`config.mk`:
```
export PLATFORM = sky130hd
export DESIGN_NAME = ahb_slave_arbiter
export DESIGN_NICKNAME = d
export VERILOG_FILES = /design/src/rtl/ahb_slave_arbiter.sv
export SDC_FILE = /design/constraint.sdc
export NUM_CORES = 1
export LEC_CHECK = 0
export ABC_AREA = 1
export BUFFER_PORTS_ARGS = -buffer_cell sky130_fd_sc_hd__buf_2
export CAP_MARGIN = 20
export CORE_ASPECT_RATIO = 0.9
export CORE_MARGIN = 1.5
export CORE_UTILIZATION = 55
export CTS_CLUSTER_SIZE = 24
export DETAILED_ROUTE_END_ITERATION = 6
export GPL_TIMING_DRIVEN = 0
export PLACE_DENSITY_LB_ADDON = 0.1
export SLEW_MARGIN = 20
export SYNTH_ARGS = -nofsm -noshare
export SYNTH_HDL_FRONTEND = slang
export SYNTH_SLANG_ARGS = --single-unit
```
`constraint.sdc`:
```
create_clock -name hclk -period 11.11 [get_ports hclk]
set_clock_uncertainty 0.15 [all_clocks]
set_input_delay 3.333 -clock hclk [delete_from_list [all_inputs] [get_ports hclk]]
set_output_delay 3.333 -clock hclk [all_outputs]
set_load 0.02 [all_outputs]
```
`src/rtl/ahb_slave_arbiter.sv`:
```
// ---------------------------------------------------------------------------
// ahb_slave_arbiter
//
// Purpose:
//   Per-slave-port arbiter for the AHB fabric. One shared slave port (dmem,
//   imem, peri, ...) is handed to one of NUM_MASTER requesters. The highest
//   hprior value wins, and ties are broken round-robin. The grant is registered
//   and only moves at legal AHB boundaries (arbitration points). The arbiter
//   also reports address-phase and data-phase ownership for the fabric muxes.
//
// Optional feature (compile-time macro ARB_TIMEOUT_EN):
//   Defined   : a beat counter forces an arbitration point after MAX_HOLD
//               active beats of an unlocked owner, so a long SEQ run cannot
//               starve other masters. Locked transfers are never broken.
//   Undefined : there is no beat counter, and an owner keeps the port for
//               any SEQ run.
//
// Parameters:
//   NUM_MASTER  number of requesting masters (2..8)
//   PRIO_W      width of each priority field (larger = higher priority)
//   MAX_HOLD    beat limit per ownership (only with ARB_TIMEOUT_EN)
//
// Ports:
//   hclk          bus clock
//   hreset_n      asynchronous active-low reset
//   hreq          per-master level request
//   hlock         per-master locked-transfer indication
//   hprior        packed priorities, master i at [i*PRIO_W +: PRIO_W]
//   htrans_own    HTRANS of the current address-phase owner (fabric-muxed)
//   hready        HREADY of the shared slave port
//   hgrant        registered one-hot grant, all-zero when idle
//   hmaster       address-phase owner index
//   hmaster_data  data-phase owner index (lags hmaster by one address phase)
//   hmastlock     the current owner's transfer is locked
//   arb_busy      the port is currently owned
// ---------------------------------------------------------------------------
module ahb_slave_arbiter #(
  parameter int NUM_MASTER = 4,
  parameter int PRIO_W     = 2,
  parameter int MAX_HOLD   = 16
) (
  input  logic                           hclk,
  input  logic                           hreset_n,
  input  logic [NUM_MASTER-1:0]          hreq,
  input  logic [NUM_MASTER-1:0]          hlock,
  input  logic [NUM_MASTER*PRIO_W-1:0]   hprior,
  input  logic [1:0]                     htrans_own,
  input  logic                           hready,
  output logic [NUM_MASTER-1:0]          hgrant,
  output logic [$clog2(NUM_MASTER)-1:0]  hmaster,
  output logic [$clog2(NUM_MASTER)-1:0]  hmaster_data,
  output logic                           hmastlock,
  output logic                           arb_busy
);

  localparam int MW = $clog2(NUM_MASTER);

  localparam logic [1:0] HTRANS_SEQ = 2'b11;

  // Reject unsupported configurations at elaboration time.
  if (NUM_MASTER < 2 || NUM_MASTER > 8 || PRIO_W < 1 || MAX_HOLD < 1) begin : g_param_check
    $error("ahb_slave_arbiter: parameter out of supported range");
  end

  typedef enum logic {
    IDLE = 1'b0,
    OWN  = 1'b1
  } state_t;

  state_t          state_q;
  state_t          state_d;
  logic [MW-1:0]   rr_ptr;

  logic            ap;
  logic            own_ap;
  logic            timeout_ap;
  logic            grant_load;
  logic            go_idle;
  logic            owner_change;

  logic            win_found;
  logic [MW-1:0]   win_idx;
  logic [PRIO_W-1:0] win_prio;

  logic [PRIO_W-1:0] prio_arr [NUM_MASTER];

  // Unpack the flat priority bus into one field per master.
  for (genvar g = 0; g < NUM_MASTER; g++) begin : g_prio
    assign prio_arr[g] = hprior[g*PRIO_W +: PRIO_W];
  end

  // Winner search. Masters are visited in round-robin order starting at
  // rr_ptr. A later candidate replaces the current best only when its
  // priority is strictly higher, so among equal priorities the first one
  // found from rr_ptr wins.
  always_comb begin
    logic [MW:0]   sum;
    logic [MW-1:0] idx;
    win_found = 1'b0;
    win_idx   = '0;
    win_prio  = '0;
    sum       = '0;
    idx       = '0;
    for (int k = 0; k < NUM_MASTER; k++) begin
      sum = {1'b0, rr_ptr} + (MW+1)'(k);
      if (sum >= (MW+1)'(NUM_MASTER)) begin
        sum = sum - (MW+1)'(NUM_MASTER);
      end
      idx = sum[MW-1:0];
      if (hreq[idx] && (!win_found || (prio_arr[idx] > win_prio))) begin
        win_found = 1'b1;
        win_idx   = idx;
        win_prio  = prio_arr[idx];
      end
    end
  end

  // The owner may be re-arbitrated only when an address phase completes that
  // is not a burst continuation, and never while the owner holds a lock.
  assign own_ap = hready && (htrans_own != HTRANS_SEQ) && !hlock[hmaster];

`ifdef ARB_TIMEOUT_EN
  localparam int CNT_W = (MAX_HOLD > 1) ? $clog2(MAX_HOLD) : 1;
  localparam logic [CNT_W-1:0] CNT_MAX = CNT_W'(MAX_HOLD - 1);

  logic [CNT_W-1:0] beat_cnt;

  // Counts the active beats (NONSEQ/SEQ with hready) of the current owner.
  // The count saturates at MAX_HOLD-1. It restarts whenever ownership moves
  // to another master or the port goes idle.
  always_ff @(posedge hclk or negedge hreset_n) begin
    if (!hreset_n) begin
      beat_cnt <= '0;
    end else if ((state_q == IDLE) || go_idle || owner_change) begin
      beat_cnt <= '0;
    end else if (hready && htrans_own[1] && (beat_cnt != CNT_MAX)) begin
      beat_cnt <= beat_cnt + 1'b1;
    end
  end

  // A forced hand-off that may break a SEQ run, but never a locked one.
  assign timeout_ap = hready && !hlock[hmaster] && (beat_cnt == CNT_MAX);
`else
  assign timeout_ap = 1'b0;
`endif

  assign ap = (state_q == IDLE) || own_ap || timeout_ap;

  // Next-state and load decisions.
  always_comb begin
    state_d    = state_q;
    grant_load = 1'b0;
    go_idle    = 1'b0;
    if (ap) begin
      if (win_found) begin
        state_d    = OWN;
        grant_load = 1'b1;
      end else begin
        state_d    = IDLE;
        go_idle    = 1'b1;
      end
    end
  end

  // Leaving IDLE always counts as a new owner, even if the winner matches
  // the stale hmaster value.
  assign owner_change = grant_load && ((state_q == IDLE) || (win_idx != hmaster));

  always_ff @(posedge hclk or negedge hreset_n) begin
    if (!hreset_n) begin
      state_q <= IDLE;
    end else begin
      state_q <= state_d;
    end
  end

  always_ff @(posedge hclk or negedge hreset_n) begin
    if (!hreset_n) begin
      hgrant       <= '0;
      hmaster      <= '0;
      hmaster_data <= '0;
      hmastlock    <= 1'b0;
      rr_ptr       <= '0;
    end else begin
      if (grant_load) begin
        hgrant    <= NUM_MASTER'(1) << win_idx;
        hmaster   <= win_idx;
        hmastlock <= hlock[win_idx];
      end else if (go_idle) begin
        // hmaster keeps the last owner so that hmaster_data stays coherent.
        hgrant    <= '0;
        hmastlock <= 1'b0;
      end

      if (owner_change) begin
        rr_ptr <= (win_idx == MW'(NUM_MASTER - 1)) ? '0 : win_idx + 1'b1;
      end

      // The data phase belongs to whoever owned the address phase that
      // just completed.
      if (hready) begin
        hmaster_data <= hmaster;
      end
    end
  end

  assign arb_busy = (state_q == OWN);

endmodule

```
## After elaboration in Yosys (flattened, before gate mapping)

Index checks and enable logic that the tools add are counted.

| cells by class | value |
|---|---|
| add/sub/neg operators | 8 |
| $lt $le $gt $ge | 17 |
| eq/ne operators | 3 |
| shift operators | 1 |
| multiplexer cells | 48 |
| bitwise logic cells | 5 |
| reduce and logical (&&, ||, !) cells | 16 |

Operators by type and width:

| cell | count |
|---|---|
| two-way mux 2 bit | 20 |
| >= comparator 3 bit (second input constant) | 7 |
| < comparator 2 x 3 -> 1 bit (second input constant) | 6 |
| binary-select mux 2 bit (select 2 bit) | 4 |
| two-way mux 1 bit | 16 |
| binary-select mux 1 bit (select 2 bit) | 6 |
| NOT 2 -> 3 bit | 4 |
| two-way mux 4 bit | 2 |
| subtractor 2 x 1 -> 2 bit (second input constant) | 4 |
| adder 2 x 2 -> 3 bit (second input constant) | 2 |
| > comparator 2 bit | 3 |
| logical AND 1 bit | 6 |
| logical OR 1 bit | 5 |
| zero test 1 bit | 4 |
| << shifter 1 x 2 -> 4 bit (first input constant) | 1 |
| adder 2 x 1 -> 3 bit (second input constant) | 1 |
| >= comparator 2 x 3 -> 1 bit (second input constant) | 1 |
| adder 2 x 1 -> 2 bit (second input constant) | 1 |
| == test 2 bit (second input constant) | 1 |
| inequality test 2 bit | 1 |
| inequality test 2 bit (second input constant) | 1 |
| nonzero test 2 bit | 1 |
| NOT 1 bit | 1 |

| storage, ports and cells | value |
|---|---|
| flip-flop bits (word level) | 12 |
| logic and storage cells | 104 |

## Depth between registers and ports, before layout

Gate-level depths: netlist (run 1).

| logic depth | value |
|---|---|
| depth in word-level cells | 23 |
| mapped depth | 41 |
| gate-level depth less buffers | 39 |

## Worst setup path after synthesis (run 1)

Ideal clock, no wire load.

| timing | value |
|---|---|
| kind | in2reg |
| from | in hprior[3] |
| to | reg rr_ptr[1] |
| library setup time | 0.116 ns |
| data arrival time | 6.929 ns |
| data required time | 10.844 ns |
| path slack | 3.915 ns |
| cell stages on the path | 34 |
| path buffers | 0 |
| path through | inv_1 -> o21ai_0 -> nand2_1 -> o21ai_0 -> nand2_1 -> ha_1 -> inv_1 -> nor2_1 -> o21ai_0 -> nand2_2 -> nand2_4 -> inv_1 -> o21ai_0 -> inv_1 -> ha_1 -> inv_1 -> nor2_1 -> o21ai_0 -> nand2_4 -> nand2_4 -> nand2_1 -> o21ai_0 -> ha_1 -> inv_1 -> nor2_1 -> o21ai_0 -> nand2_2 -> nand2_4 -> nand3_2 -> nand2_4 -> inv_2 -> ha_1 -> nand3_1 -> nand2_1 |

| between the ends | value |
|---|---|
| cells in the longest elaborated chain, start to end | 19 |
| elaborated cells on any way between the ends | 40 |

Ends and longest elaborated chain:

| element | line | RTL |
|---|---|---|
| from (decl) | 46 | `input logic [NUM_MASTER*PRIO_W-1:0] hprior,` |
| parallel branches: the longest is 19 deep, another holds > comparator 2 bit | - |  |
| to (signal assigned) | 196 | `rr_ptr <= (win_idx == MW'(NUM_MASTER - 1)) ? '0 : win_idx + 1'b1;` |
| to (decl) | 72 | `logic [MW-1:0] rr_ptr;` |

Several ways; the timed one is not identified. The select of a mux whose other input is x is not followed.
A chain may end at the register's enable or synchronous reset.

## Final worst setup path (run 1)

| timing | value |
|---|---|
| from | in hprior[7] |
| to | reg hgrant[0] |

| between the ends | value |
|---|---|
| elaborated cells on any way between the ends | 39 |

RTL lines:

| element | line | RTL |
|---|---|---|
| binary-select mux 2 bit (select 2 bit) | 113 | `win_prio = prio_arr[idx];` |
| two-way mux 2 bit (implied by the code) (2 in series) | 113 |  |
| two-way mux 2 bit | 110 | `if (hreq[idx] && (!win_found \|\| (prio_arr[idx] > win_prio))) begin` |
| > comparator 2 bit | 110 |  |
| logical OR 1 bit | 110 |  |
| logical AND 1 bit | 110 |  |
| two-way mux 2 bit or two-way mux 1 bit (tied branches) | 110 |  |
| > comparator 2 bit or zero test 1 bit (tied branches) | 110 |  |
| [... 2 more ...] | - |  |
| two-way mux 2 bit or two-way mux 1 bit (tied branches) | 110 |  |
| > comparator 2 bit or zero test 1 bit (tied branches) | 110 |  |
| logical OR 1 bit | 110 |  |
| logical AND 1 bit | 110 |  |
| two-way mux 2 bit (*) | 110 |  |
| net win_idx[1] | 82 | `logic [MW-1:0] win_idx;` |
| << shifter 1 x 2 -> 4 bit (*) | 186 | `hgrant <= NUM_MASTER'(1) << win_idx;` |
| two-way mux 4 bit (*) | 185 | `if (grant_load) begin` |
| to (signal assigned) | 186 |  |
| to (decl) | 49 | `output logic [NUM_MASTER-1:0] hgrant,` |

The timed path passes the listed nets; every way through them passes the cells marked *. The select of a mux whose other input is x is not followed.

==> results.yml, run 1 <==
run_status:
  status: "complete, no violations"
logic_synthesis:
  synth_edf_count: 0
  yosysSeqAreaShare_pct: 21.3
  yosys.area.top_type: "dfrtp_1"
  synth.top_cells.by_area: "dfrtp_1, nand2_1, ha_1, o21ai_0, nand2_4"
  synth_warnings: 0
  synth_commonest_cells: "nand2_1, o21ai_0, inv_1"
  yosysMostFrequentCell: "nand2_1"
  synth_mux_area_share_pct: 0
  yosys.area_share.simple_pct: 43.6
  ys_ff_latch: 12
  synth_top_family_by_area: "simple AND/OR/NAND/NOR gates"
  yosys.area_share.adder_pct: 8.87
  synthArstFlopShare_pct: 100
  syn_area_um2: 1410
  syn_nets: 242
  postSynthAreaPerCell_um2: 6.69
  synth_compound_area_share_pct: 14.3
  synthXorXnorAreaFrac_pct: 0
  synth_top_area_share_pct: 21.3
  ys.flop_type: "dfrtp_1"
  synth_cell_types: 24
  synthCells: 211
setup_path:
  critPathCapture: "hgrant[0]$_DFFE_PN0P_"
  crit_arrival_ns: 7.55
  cp_slowest_cell: "ha_1"
  worstPathMaxFanout: 8
  start_kind: "primary input"
  r2r-start: "rr_ptr[0]$_DFFE_PN0P_"
  crit_type: "primary input to flip-flop"
  reg2regPathDepth: 34
  endpoint_kind: "flip-flop"
  reg2reg_to: "hgrant[0]$_DFFE_PN0P_"
  cp_common_cell: "inv_1"
  rrSetupSlack_ns: 5.95
  crit_start: "hprior[7]"
  crit_required_ns: 11.12
  cp_slowest_stage_delay_ns: 0.30
clocking:
  cts_hold_buf: 0
  cts_root_buffer: "clkbuf_4"
  cts_tree: "done"
  path_clk_slew_ns: 0.07
  cts-htree-levels: 1
  cts-resized-gates: 0
  worstSkewPairLatency_ns: 0.27
  cts_num_sinks: 12
  cts_made_buffers: 3
  post_cts_buffers: 0
  clock_path_buffers: 2
finish:
  fin_cells: 272
  n_antenna_cell: 0
  final_net_count: 277
  nFillCells: 247
  layout-drive-gt1-share_pct: 30.3
  area_growth_pct: 14.7
floorplanning:
  io_pins: 31
  die_y_um: 51.1
  coreArea_um2: 2450
  rows: 17
  start_util_pct: 57.7
  die-area_um2: 2880
  die_w_um: 56.4
timing:
  period_needed_ns: 7.54
  fmax_ghz: 0.133
  slew_headroom_pct: 59.8
  hold_violations: 0
  final-setup-viol-count: 0
  fin_crit_sh_pct: 67.9
  rsz0062_at_grt: "no"
  worstMarginPinSlew_ns: 0.602
  slew_viol_final: 0
  fin_tns_setup_ns: 0
drt:
  drt_iter0_markers: 60
  wl_um: 3140
  ant_nets: 0
  wire_per_inst_um: 11.5
  drc: 0
  drt-pass1-iter-count: 5
  vias: 1421
  routed_via_density: 5.22
global_route:
  grt_pass1_vias: 1206
  grt_antenna_before_repair: 0
  grt_pass1_wl_um: 5230
  grt.overflow.total: 0
  grt_use_total_pct: 23.5
  grt_start_max_net_pins: 13
hold_path:
  min_path_type: "flip-flop to flip-flop"
job:
  drv_cap: 0
placed_design:
  placedCellCount: 269
  port-buffer-count: 30
  gp_congestion: 0.810
  dp_hpwl_um: 2520
==> stage by stage <==
stage / util [%] / hold WS (ns) / cell area [µm²] / setup slack (ns)
floorplan: - / 0.467 / 1410 / 3.91
global placement: 65.3 / 0.344 / 1600 / 3.43
detailed placement: 65.3 / 0.357 / 1600 / 3.35
CTS: 66.2 / 0.374 / 1620 / 3.60
global route: 66.2 / 0.387 / 1620 / 3.21
finish: 66.2 / 0.367 / 1620 / 3.57
==> kinds of logic (layout without fill, tap and decap cells) <==
group	Yosys count	after routing
AOI/OAI and AO/OA	35	35
adders and majority gates	10	10
DFF	12	12
buffers and inverters	32	65
and+or+nand+nor	122	122
==> layout by cell type, fill, tap and decap left out, drive strengths merged <==
master,Yosys,routed
dfrtp,12,12
ha,10,10
a32o,4,4
inv,26,26
o21ai,27,27
a21oi,2,2
clkinv,1,1
or2,2,2
o2111ai,1,1
nand2,91,91
nand3,18,18
o211ai,1,1
buf,5,35
nor2,11,11
clkbuf,0,3
==> critical path: cells and delay by family <==
family | cells | cell delay, ns
buffers and inverters | 9 | 0.60
adder cells (fa/ha/maj) | 4 | 1.05
AND/OR/NAND/NOR | 12 | 0.99
AO/OA/AOI/OAI | 8 | 1.57
==> worst min path at each step <==
stage                                  end                   startpoint  slack, ns  cells past startpoint
3_3_place_gp   hmaster_data[1]$_DFFE_PN0P_  hmaster_data[1]$_DFFE_PN0P_       0.34                      2
3_5_place_dp   hmaster_data[0]$_DFFE_PN0P_  hmaster_data[0]$_DFFE_PN0P_       0.36                      2
4_1_cts        hmaster_data[0]$_DFFE_PN0P_  hmaster_data[0]$_DFFE_PN0P_       0.37                      2
6_report       hmaster_data[0]$_DFFE_PN0P_  hmaster_data[0]$_DFFE_PN0P_       0.37                      2
5_1_grt              hgrant[1]$_DFFE_PN0P_        hgrant[1]$_DFFE_PN0P_       0.39                      1
2_1_floorplan  hmaster_data[0]$_DFFE_PN0P_  hmaster_data[0]$_DFFE_PN0P_       0.47                      2
==> cell type report <==
type | count | area (µm²) | area share [%]
multi-input cells | 167 | 942 | 58.2
flip-flops and latches | 12 | 300 | 18.5
repair buffers | 30 | 150 | 9.27
inverters | 27 | 111 | 6.88
plain buffers | 5 | 57.6 | 3.55
well taps | 28 | 35.0 | 2.16
clock buffers | 3 | 22.5 | 1.39
==> registers in the layout (all words and copies together), names as in the netlist <==
signal / cells
hmaster: 2
hmastlock: 1
rr_ptr: 2
hmaster_data: 2
hgrant: 4
arb_busy: 1
==> metal layers <==
layer  GRT usage (%)  routed length [µm]  vias to the layer above
met4            2.38                   0                        0
met1            33.1                1460                      628
met2            38.4                1400                       47
met5               0                   0                        -
li1                -                   -                      746
met3            5.32                 270                        0
Power of run 1 is left out: the tool's default activity adds up to more than one toggle a clock period on the data nets, which glitch-free logic cannot reach.
==> run 2, diff against run 1 <==
--- a/config.mk
+++ b/config.mk
@@ -5,12 +5,12 @@
 export SDC_FILE = /design/constraint.sdc
 export NUM_CORES = 1
 export LEC_CHECK = 0
-export ABC_AREA = 1
+export ABC_AREA = 0
 export BUFFER_PORTS_ARGS = -buffer_cell sky130_fd_sc_hd__buf_2
 export CAP_MARGIN = 20
 export CORE_ASPECT_RATIO = 0.9
 export CORE_MARGIN = 1.5
-export CORE_UTILIZATION = 55
+export CORE_UTILIZATION = 54
 export CTS_CLUSTER_SIZE = 24
 export DETAILED_ROUTE_END_ITERATION = 6
 export GPL_TIMING_DRIVEN = 0
==> constraint.sdc (replaced) <==
create_clock -name hclk -period 7.4 [get_ports hclk]
set_clock_uncertainty 0.15 [all_clocks]
set_input_delay 2.22 -clock hclk [delete_from_list [all_inputs] [get_ports hclk]]
set_output_delay 2.22 -clock hclk [all_outputs]
set_load 0.02 [all_outputs]
==> run 2 against run 1 <==
  * Critical path depth is 9 lower
  * Core utilization up 1.9 points
  * Via count fell by 9.9%
  * First-iteration DRC count is 8.3% lower
  * Synthesized cell count is 27% lower
  * Worst hold slack worse by 0.012 ns
  * Routed wire length grew 5.3%
  * Final cell count fell by 20%
==> results.yml, run 2 <==
logic_synthesis:
  yosys.area.top_type: "dfrtp_1"
  synthCells: 154
  ys.flop_type: "dfrtp_1"
  postSynthAreaPerCell_um2: 8.94
  ys_ff_latch: 12
  synth_cell_types: 45
  syn_area_um2: 1380
  yosysMostFrequentCell: "nand2_1"
  synthArstFlopShare_pct: 100
  synth_warnings: 0
  synth_top_area_share_pct: 21.8
  yosysSeqAreaShare_pct: 21.8
  syn_nets: 185
  synth.top_cells.by_area: "dfrtp_1, ha_1, mux2_2, mux2i_1, nand2_1"
  synth_edf_count: 0
  synth_commonest_cells: "nand2_1, dfrtp_1, inv_1, o21ai_0"
finish:
  final_cell_mix: "buf_2, nand2_1, inv_1, dfrtp_1, o21ai_0"
  n_antenna_cell: 0
  layout-drive-gt1-share_pct: 37.0
  nFillCells: 217
  area_growth_pct: 19.9
  largest_reg_flops: 4
  register_area_um2: 300
  final_net_count: 222
  post-route-util_pct: 68.1
  layout.cells.most_common: "buf_2"
  multi_input_area_um2: 987
  top_register: "hgrant"
setup_path:
  endpoint_kind: "flip-flop"
  start_kind: "primary input"
  r2r-start: "rr_ptr[0]$_DFFE_PN0P_"
  reg2regPathDepth: 25
  crit_required_ns: 7.40
  worstPathMaxFanout: 9
  crit_type: "primary input to flip-flop"
  reg2reg_to: "rr_ptr[0]$_DFFE_PN0P_"
  rrSetupSlack_ns: 1.57
  crit_arrival_ns: 7.26
timing:
  fin_crit_sh_pct: 98.1
  worstMarginPinSlew_ns: 0.400
  hold_violations: 0
  slew_headroom_pct: 73.3
  slew_viol_final: 0
  final-setup-viol-count: 0
  fmax_ghz: 0.138
  period_needed_ns: 7.26
floorplanning:
  start_util_pct: 56.8
  rows: 17
  io_pins: 31
  die-area_um2: 2860
  die_w_um: 56.2
  coreArea_um2: 2420
  die_y_um: 50.9
drt:
  wl_um: 3300
  wire_per_inst_um: 15.2
  drc: 0
  ant_nets: 0
  drt-pass1-iter-count: 4
  drt_iter0_markers: 55
  routed_via_density: 5.90
  vias: 1281
job:
  drv_cap: 0
clocking:
  cts_num_sinks: 12
  cts_root_buffer: "clkbuf_4"
  worstSkewPairLatency_ns: 0.27
  cts_hold_buf: 0
  cts-htree-levels: 1
  cts_tree: "done"
  path_clk_slew_ns: 0.08
  clock_path_buffers: 2
  cts_made_buffers: 3
global_route:
  grt.overflow.total: 0
  grt_antenna_before_repair: 0
  grt_start_max_net_pins: 13
  grt_use_total_pct: 23.7
  grt_pass1_vias: 1225
  grt_pass1_wl_um: 5360
placed_design:
  gp_congestion: 0.832
  dp_hpwl_um: 2420
  port-buffer-count: 28
hold_path:
  min_path_cells: 1
  min_path_type: "flip-flop to flip-flop"
  hold-path-endpoint: "hmaster_data[0]$_DFFE_PN0P_"
  min_from: "hmaster_data[0]$_DFFE_PN0P_"
run_status:
  status: "complete, no violations"
run 2: cell types whose count changed in the layout (fill, tap and decap cells not counted), moves of 9 or more:
cell,delta
nand2_1,-49
o21ai_0,-14
nand2_2,-12
nand2_4,-10
mux2_2,+9
mux2i_1,+9
run 2: per-layer routing:
metal	share of wire (%)	GRT usage, %	wire length, µm	up-vias
li1	-	-	-	627
met1	45	30.6	1480	606
met2	49	41.2	1610	44
met3	5.2	4.56	173	4
met4	1.0	5.56	33	0
met5	0	0	0	-
run 2: cells by family after synthesis:
kind of cell / share of synthesized area (%)
buffers and inverters: 9.64
AND/OR/NAND/NOR: 16.9
multiplexers: 23.1
AO/OA/AOI/OAI: 18.2
flip-flops: 21.8
XOR/XNOR: 1.27
adder cells (fa/ha/maj): 9.09
run 2: worst max-delay path by stage:
stage | startpoint | endpoint | cells after the start
6_report | hreq[2] | rr_ptr[0]$_DFFE_PN0P_ | 24
2_1_floorplan | hreq[2] | rr_ptr[0]$_DFFE_PN0P_ | 24
5_1_grt | hreq[1] | rr_ptr[0]$_DFFE_PN0P_ | 24
4_1_cts | hreq[2] | rr_ptr[0]$_DFFE_PN0P_ | 24
3_5_place_dp | hreq[2] | rr_ptr[0]$_DFFE_PN0P_ | 24
3_3_place_gp | hreq[2] | rr_ptr[0]$_DFFE_PN0P_ | 24
run 2: cell type report:
cell class | count | area share, %
multi-input combinational | 121 | 59.8
sequential | 12 | 18.2
timing repair buffer | 32 | 10.3
buffer | 9 | 5.46
inverter | 12 | 2.73
tap | 28 | 2.12
clock buffer | 3 | 1.36
run 2: repair_timing:
action,CTS,global route
pin swaps,3,5
cloned,0,0
gates resized for setup,3,9
buffers inserted,4,0
setup endpoints to repair,4,6
run 2: through the flow:
stage / setup TNS [ns] / instance area, µm² / cells / hold slack [ns] / setup WS [ns]
floorplan: 0 / 1380 / 154 / 0.471 / 0.137
global placement: -1.59 / 1550 / 210 / 0.333 / -0.453
detailed placement: -2.52 / 1550 / 210 / 0.341 / -0.587
CTS: 0 / 1610 / 217 / 0.356 / 0.0474
global route: -0.0445 / 1650 / 217 / 0.370 / -0.0445
finish: 0 / 1650 / 217 / 0.355 / 0.141
run 2: worst max-delay path, cell delays in order:
cell,delay (ns)
clkbuf_4,0.16
mux2i_1,0.09
mux2_4,0.31
nand3b_1,0.24
ha_4,0.32
nor2b_2,0.15
a2bb2oi_2,0.17
o21a_2,0.20
nand2_1,0.07
o21a_1,0.12
ha_1,0.30
and2b_2,0.21
a2bb2oi_2,0.14
o32a_4,0.36
mux2_2,0.29
ha_1,0.29
nor2b_2,0.15
o21ai_2,0.08
a32o_2,0.27
o211ai_1,0.12
o211a_2,0.28
xor2_1,0.16
a31o_1,0.19
mux2_1,0.35
Power of run 2 is left out for the same reason.
==> run 3, diff against run 2 <==
--- a/config.mk
+++ b/config.mk
@@ -7,14 +7,14 @@
 export LEC_CHECK = 0
 export ABC_AREA = 0
 export BUFFER_PORTS_ARGS = -buffer_cell sky130_fd_sc_hd__buf_2
-export CAP_MARGIN = 20
+export CAP_MARGIN = 40
 export CORE_ASPECT_RATIO = 0.9
 export CORE_MARGIN = 1.5
 export CORE_UTILIZATION = 54
 export CTS_CLUSTER_SIZE = 24
 export DETAILED_ROUTE_END_ITERATION = 6
 export GPL_TIMING_DRIVEN = 0
-export PLACE_DENSITY_LB_ADDON = 0.1
+export PLACE_DENSITY = 0.77
 export SLEW_MARGIN = 20
 export SYNTH_ARGS = -nofsm -noshare
 export SYNTH_HDL_FRONTEND = slang
==> run 3 against run 2 <==
  * Die area did not move
  * Setup slack got worse by 0.079 ns
  * Critical path depth did not move
  * Clock-buffer cell count rose by 1
  * Core utilization rose by 2.6 points
  * Routed wire length fell by 4.0%
  * First-iteration DRC count fell by 42%
  * Flip-flop and latch count did not move
  * Final cell count rose by 2.8%
  * Critical path type unchanged
  * Critical endpoint unchanged
==> results.yml, run 3 (synthesis results as in run 2) <==
timing:
  slew_viol_final: 0
  hold_violations: 0
  fin_crit_sh_pct: 99.2
  period_needed_ns: 7.34
  fmax_ghz: 0.136
  final-setup-viol-count: 0
  setup_slack_ns: 0.0626
  worstMarginPinSlew_ns: 0.392
  slew_headroom_pct: 73.5
finish:
  top_register: "hgrant"
  n_antenna_cell: 0
  nFillCells: 196
  area_growth_pct: 24.5
  final_cell_mix: "buf_2, nand2_1, inv_1, buf_4, dfrtp_1"
  layout.cells.most_common: "buf_2"
  post-route-util_pct: 70.6
  stdcell_area_um2: 1710
  final_net_count: 227
  layout-drive-gt1-share_pct: 39.0
  fin_cells: 223
  largest_reg_flops: 4
drt:
  wl_um: 3170
  wire_per_inst_um: 14.2
  ant_nets: 0
  drc: 0
  routed_via_density: 5.82
  drt_iter0_markers: 32
  vias: 1297
  drt-pass1-iter-count: 4
run_status:
  status: "complete, no violations"
placed_design:
  place_area_um2: 1550
  dpl_worst_slack_ns: -0.518
  dp_hpwl_um: 2290
  placedCellCount: 210
  port-buffer-count: 28
  gp_congestion: 0.819
global_route:
  grt_start_max_net_pins: 13
  grt_antenna_before_repair: 0
  grt_pass1_vias: 1246
  grt_use_total_pct: 23.4
  grt_pass1_wl_um: 5310
  grt.overflow.total: 0
clocking:
  cts_root_buffer: "clkbuf_4"
  cts_made_buffers: 3
  cts_num_sinks: 12
  path_clk_slew_ns: 0.08
  cts-htree-levels: 1
  clock_path_buffers: 2
  worstSkewPairLatency_ns: 0.27
  cts_tree: "done"
setup_path:
  critical_path.cell_chain: "clkbuf_4 > mux2i_1 > mux2_4 > nand3b_1 > ha_4 > nor2b_2 > a2bb2oi_2 > o21a_2 > nand2_1 > o21a_1 > ha_1 > and2b_2 > a2bb2oi_2 > o32a_4 > mux2_2 > ha_1 > nor2b_2 > o21ai_1 > a32o_2 > o311ai_0 > o21ai_2 > xnor2_1 > a31o_1 > mux2_1"
  cp_slowest_stage_delay_ns: 0.35
  crit_required_ns: 7.41
  crit_type: "primary input to flip-flop"
  worstPathMaxFanout: 9
  cp_num_buf_inv: 1
  crit_arrival_ns: 7.35
  path_delay_family: "compound AO/OA/AOI/OAI gates"
  start_kind: "primary input"
  cp_slowest_cell: "o32a_4"
  endpoint_kind: "flip-flop"
job:
  drv_cap: 0
floorplanning:
  die_y_um: 50.9
  rows: 17
  coreArea_um2: 2420
  start_util_pct: 56.8
  die-area_um2: 2860
  die_w_um: 56.2
  io_pins: 31
hold_path:
  min_path_type: "flip-flop to flip-flop"
-- run 3: what timing repair did --
item                                    4_1_cts  5_1_grt
pin swaps                                     1        7
setup buffers                                 0        9
hold buffers                                  0        0
resized for setup                             5        8
endpoints found under the setup margin        4        4
-- run 3: final timing paths --
path | start | end | slack [ns] | cells after the start
min reg2reg | hmaster_data[0]$_DFFE_PN0P_ | hmaster_data[0]$_DFFE_PN0P_ | 0.36 | 1
min | hmaster_data[0]$_DFFE_PN0P_ | hmaster_data[0]$_DFFE_PN0P_ | 0.36 | 1
max reg2reg | rr_ptr[0]$_DFFE_PN0P_ | rr_ptr[0]$_DFFE_PN0P_ | 1.51 | 25
max | hreq[2] | rr_ptr[0]$_DFFE_PN0P_ | 0.06 | 24
min in group asynchronous | hreset_n | arb_busy$_DFFE_PN0P_ | 1.66 | 1
max in group asynchronous | hreset_n | hmaster_data[0]$_DFFE_PN0P_ | 5.21 | 1
-- run 3: layer usage --
layer	GRT usage, %	part of all wire (%)	vias to the layer above	routed length [µm]
li1	-	-	642	-
met1	31.4	47	624	1480
met2	39.0	49	31	1540
met3	6.58	4.7	0	150
met4	3.17	0	0	0
met5	0	0	-	0
-- run 3: area by class of cell --
type	count	area (µm²)	area share, %
inverters	12	45.0	2.63
clock buffers	4	36.3	2.12
multi-input cells	121	998	58.3
repair buffers	37	208	12.1
well taps	28	35.0	2.05
plain buffers	9	90.1	5.26
flip-flops and latches	12	300	17.5
-- run 3: through the flow --
| stage | hold WS [ns] | setup TNS [ns] |
|---|---|---|
| 4_1_cts | 0.359 | 0 |
| 6_report | 0.355 | 0 |
| 3_3_place_gp | 0.334 | -1.43 |
| 5_1_grt | 0.388 | -0.484 |
| 2_1_floorplan | 0.471 | 0 |
| 3_5_place_dp | 0.343 | -2.10 |
Power of run 3 is left out for the same reason.
